**config.mk**
```make
export PLATFORM = sky130hd
export DESIGN_NAME = floors
export DESIGN_NICKNAME = d
export VERILOG_FILES = /design/src/rtl/floors.sv
export SDC_FILE = /design/constraint.sdc
export NUM_CORES = 1
export LEC_CHECK = 0
export ABC_AREA = 0
export CAP_MARGIN = 25
export CORE_MARGIN = 3
export CORE_UTILIZATION = 46
export DETAILED_ROUTE_END_ITERATION = 10
export HOLD_SLACK_MARGIN = 0.1
export PLACE_DENSITY = 0.82
export SYNTH_ARGS = -nofsm -noshare
export SYNTH_HDL_FRONTEND = slang
export SYNTH_SLANG_ARGS = --single-unit
```
**constraint.sdc**
```tcl
create_clock -name clk -period 1.5 [get_ports clk]
set_clock_uncertainty 0.05 [all_clocks]
set_input_delay 0.375 -clock clk [delete_from_list [all_inputs] [get_ports clk]]
set_output_delay 0.375 -clock clk [all_outputs]
set_load 0.03 [all_outputs]
```
**src/rtl/floors.sv**
```systemverilog
// Elevator call-button latch: rising-edge press detection on cabin, hall-up and hall-down buttons.
// Define FLOORS_CANCEL_EN to let a second press on a lit button cancel it (toggle).
module floors #(
    parameter int BUTTONS_WIDTH = 8
) (
    input  logic                     clk,
    input  logic                     reset,
    input  logic [BUTTONS_WIDTH-1:0] btn_num_in,
    input  logic [BUTTONS_WIDTH-1:0] btn_up_out,
    input  logic [BUTTONS_WIDTH-1:0] btn_down_out,
    output logic [BUTTONS_WIDTH-1:0] active_in_levels,
    output logic [BUTTONS_WIDTH-1:0] active_out_up_levels,
    output logic [BUTTONS_WIDTH-1:0] active_out_down_levels
);

    // Top floor has no "up" call and bottom floor has no "down" call.
    localparam logic [BUTTONS_WIDTH-1:0] UP_MASK   = {1'b0, {(BUTTONS_WIDTH-1){1'b1}}};
    localparam logic [BUTTONS_WIDTH-1:0] DOWN_MASK = {{(BUTTONS_WIDTH-1){1'b1}}, 1'b0};

    logic [BUTTONS_WIDTH-1:0] num_prev_q, up_prev_q, down_prev_q;
    logic [BUTTONS_WIDTH-1:0] in_lvl_q, up_lvl_q, down_lvl_q;
    logic [BUTTONS_WIDTH-1:0] in_lvl_d, up_lvl_d, down_lvl_d;
    logic [BUTTONS_WIDTH-1:0] num_press, up_press, down_press;

    always_comb begin
        num_press  = btn_num_in   & ~num_prev_q;
        up_press   = btn_up_out   & ~up_prev_q;
        down_press = btn_down_out & ~down_prev_q;
`ifdef FLOORS_CANCEL_EN
        in_lvl_d   = in_lvl_q ^ num_press;
        up_lvl_d   = (up_lvl_q ^ up_press) & UP_MASK;
        down_lvl_d = (down_lvl_q ^ down_press) & DOWN_MASK;
`else
        in_lvl_d   = in_lvl_q | num_press;
        up_lvl_d   = (up_lvl_q | up_press) & UP_MASK;
        down_lvl_d = (down_lvl_q | down_press) & DOWN_MASK;
`endif
    end

    // Previous samples clear on reset so a button held across reset release counts as a new press.
    always_ff @(posedge clk or negedge reset) begin
        if (!reset) begin
            num_prev_q  <= '0;
            up_prev_q   <= '0;
            down_prev_q <= '0;
            in_lvl_q    <= '0;
            up_lvl_q    <= '0;
            down_lvl_q  <= '0;
        end else begin
            num_prev_q  <= btn_num_in;
            up_prev_q   <= btn_up_out;
            down_prev_q <= btn_down_out;
            in_lvl_q    <= in_lvl_d;
            up_lvl_q    <= up_lvl_d;
            down_lvl_q  <= down_lvl_d;
        end
    end

    assign active_in_levels       = in_lvl_q;
    assign active_out_up_levels   = up_lvl_q;
    assign active_out_down_levels = down_lvl_q;

endmodule

```
Word-level counts from Yosys, hierarchy flattened --
Cells that the tools add are included.
Word-level totals: register bits after elaboration 45, input bits 26, output and inout bits 24, word-level logic and storage cells 15
Operators by class: bitwise logic cells 9
Operators with widths (count):
- 8-bit AND | 2
- 8-bit inverter | 2
- 8-bit bitwise OR | 2
- 7-bit AND | 1
- 7-bit inverter | 1
- 7-bit bitwise OR | 1

Logic depth before layout (Yosys ltp) --
Gate-level depths: netlist of run 1.
depth in word-level cells 3, depth in mapped cells 2

Worst setup path after synthesis of run 1 --
OpenSTA, ideal clock, no wires.
path kind reg-to-output, start reg in_lvl_q[0] (netlist: active_in_levels[0]), end out active_in_levels[0], arrival 483 ps, required time 1075 ps, slack 592 ps, cell stages (with the launch flop) 1, buffers on the path 0, path through dfrtp_1
RTL lines:
- start, declared | RTL line 21 | logic [BUTTONS_WIDTH-1:0] in_lvl_q, up_lvl_q, down_lvl_q;
- start signal, assigned | RTL line 53 | in_lvl_q <= in_lvl_d;
- end, declared | RTL line 11 | output logic [BUTTONS_WIDTH-1:0] active_in_levels,
No word-level cell between the ends.

Worst setup path after layout of run 1 --
start reg in_lvl_q[3] (netlist: active_in_levels[3]), end out active_in_levels[3]
No word-level cell between the ends.

==> results.cfg, run 1 <==
[worst_setup_path]
crit_buf_inv = 1
worstPathMaxFanout = 2
critPathLaunchType = register
crit_family = flip-flops
cp_slowest_cell = dfrtp_1
crit_path_end_kind = output port
required_ns = 1.07
path_cells = clkdlybuf4s15_2
arrival_ns = 1.03
max_stage_delay_ns = 0.40
reg2reg_setup_slack_ns = 0.77
critPathKind = reg2out

[floorplanning]
die_h_um = 60.5
top_level_ports = 50
fp-row-count = 19
initial_utilization_pct = 48.8
die-area_um2 = 3660
die_w_um = 60.5
core_um2 = 2810

[hold_path]
hp-class = reg2reg

[pwr]
p_comb_share_pct = 6.1
power.density_nw_per_um2 = 1000
swShare_pct = 22.0
irDropWorstVdd_mv = 0.657
power_frac_seq_pct = 65.4
clkPwrFrac_pct = 28.5
p_int_mw = 1.46
netSwitchingPower_mw = 0.412
p_leak_nw = 0.845

[layout]
area_growth_pct = 36.2
final_cell_mix = 44 x dfrtp_1, 22 x inv_1, 22 x a21o_1, 22 x clkdlybuf4s50_1, 15 x buf_2
seqCellArea_um2 = 1100
instances_no_fill = 176
fill_cells = 218
layout.nets = 170
drive_above_1_share_pct = 22.1
design_area_um2 = 1860
final_common_cell = dfrtp_1
diodes = 0
multiInputGateArea_um2 = 173

[clocking]
cts.reportedPaths.clkPinSlew_ns = 0.12
clk_path_buf_depth = 2
cts-root-buf = clkbuf_4
cts_tree = built
clock_sinks = 44
htreeDepth = 2
cts_made_buffers = 5
worstSkewPairLatency_ns = 0.35
postCtsSetupBuffers = 0

[yosys]
synthAdderAreaFrac_pct = 0
yosys.area.top_type = dfrtp_1
netlist.area_leader.share_pct = 80.5
synth_xor_area_share_pct = 0
ys_warn_count = 0
seq_area_frac_synth_pct = 80.5
synth_compound_area_share_pct = 12.1
synth_area_um2 = 1370
muxShareOfSynthArea_pct = 0
synth-simple-area-share_pct = 0
synth.area.top_cells = dfrtp_1 81%, a21o_1 12%, inv_1 6.0%, buf_4 1.1%, conb_1 0.27%
synth_top_family_by_area = compound AO/OA/AOI/OAI gates
ys_ff_latch = 44
syn_inst = 91
avgSynthCellArea_um2 = 15.0
ys_types = 5

[global_route]
grt-ovfl-total = 0
gr-usage-all-layers_pct = 14.3
grt_max_degree = 45
antenna_found_initial = 0
grt_pass1_vias = 861
grt_pass1_wl_mm = 3.64

[route]
drt_iter0_drc = 13
routed_wl_mm = 2.19
avgRoutedWirePerCell_um = 12.4
drt-pass1-iter-count = 2
num_vias = 806
drc = 0
ant_nets = 0
viasPerCell = 4.58

[placement]
dp_hpwl_mm = 1.61
place_area_um2 = 1860
place_congestion = 0.597
dp_cells = 167
portBuffers = 45

[timing]
max_freq_mhz = 689
fin_crit_sh_pct = 96.8
setup-violations-final = 0
rsz0062_at_grt = false
finalCriticalPeriod_ns = 1.45
maxSlewViolCount = 0
hold_violations = 0

[run]
maxCapViolations = 0

[outcome]
outcome = complete, no violations
==> sequential cells by signal, indices dropped and copies added (netlist names) <==
signal and count:
num_prev_q 8, up_prev_q 7, active_out_down_levels 7, down_prev_q 7, active_in_levels 8, active_out_up_levels 7
==> metrics by stage <==
stage	power (mW)	worst slack (ns)	hold WS (ns)	TNS [ns]	util [%]
4_1_cts	1.91	-0.00583	0.403	-0.00583	69.3
5_1_grt	1.97	0.00232	0.413	0	66.4
2_1_floorplan	1.27	0.592	0.0294	0	-
6_report	1.87	0.0484	0.415	0	66.4
3_3_place_gp	1.36	0.0487	0.311	0	66.2
3_5_place_dp	1.36	0.0532	0.324	0	66.2
==> layer usage <==
metal	GRT usage [%]	share of wire, %	vias to the layer above
met5	0	0	-
met4	9.29	2.4	0
met3	5.74	9.5	6
met2	23.8	51	33
met1	15.1	37	386
li1	-	-	381
==> cells in the mapped netlist <==
master	number
a21o_1	22
buf_4	2
conb_1	1
dfrtp_1	44
inv_1	22
==> area by class of cell <==
cell class / count / share of cell area (%)
inverters: 22 / 4.43
flip-flops and latches: 44 / 59.1
clock inverters: 3 / 1.01
repair buffers: 47 / 22.1
multi-input cells: 24 / 9.27
well taps: 31 / 2.08
clock buffers: 5 / 2.01
==> power groups by stage <==
| stage | logic (mW) | clock network (mW) | registers, mW |
|---|---|---|---|
| floorplan | 0.0210 | 0 | 1.24 |
| global placement | 0.110 | 0 | 1.25 |
| detailed placement | 0.115 | 0 | 1.25 |
| CTS | 0.118 | 0.567 | 1.22 |
| global route | 0.129 | 0.614 | 1.23 |
| finish | 0.115 | 0.533 | 1.22 |
==> cell families (layout without fill, tap and decap cells) <==
group	Yosys count	in the layout
other	1	2
flip-flops	44	44
AO/OA/AOI/OAI	22	22
buffers and inverters	24	77
==> path summary, 6_finish.rpt <==
check                                          start                         to  cells past startpoint
min reg2reg                active_out_down_levels[7]  active_out_down_levels[7]                      1
max reg2reg                      active_in_levels[7]        active_in_levels[7]                      1
min in group asynchronous                      reset    active_out_up_levels[4]                      3
max                              active_in_levels[3]        active_in_levels[3]                      1
max in group asynchronous                      reset        active_in_levels[2]                      3
min                        active_out_down_levels[7]  active_out_down_levels[7]                      1
==> timing repair <==
item	CTS	global route
endpoints found under the setup margin	21	13
hold buffers	1	0
endpoints found under the hold margin	44	0
gates resized for setup	65	26
(Power assumes the default switching activity.)
==> run 2, diff against run 1 <==
--- a/config.mk
+++ b/config.mk
@@ -5,7 +5,6 @@
 export SDC_FILE = /design/constraint.sdc
 export NUM_CORES = 1
 export LEC_CHECK = 0
-export ABC_AREA = 0
 export CAP_MARGIN = 25
 export CORE_MARGIN = 3
 export CORE_UTILIZATION = 46
==> results of run 2 <==
Same layout as run 1: the final DEF is identical, and so are final timing and power.
==> run 3, diff against run 2 <==
--- a/config.mk
+++ b/config.mk
@@ -5,6 +5,7 @@
 export SDC_FILE = /design/constraint.sdc
 export NUM_CORES = 1
 export LEC_CHECK = 0
+export ABC_AREA = 0
 export CAP_MARGIN = 25
 export CORE_MARGIN = 3
 export CORE_UTILIZATION = 46
@@ -14,3 +15,4 @@
 export SYNTH_ARGS = -nofsm -noshare
 export SYNTH_HDL_FRONTEND = slang
 export SYNTH_SLANG_ARGS = --single-unit
+export TNS_END_PERCENT = 100
==> results of run 3 <==
Same layout as run 1: the final DEF is identical, and so are final timing and power.
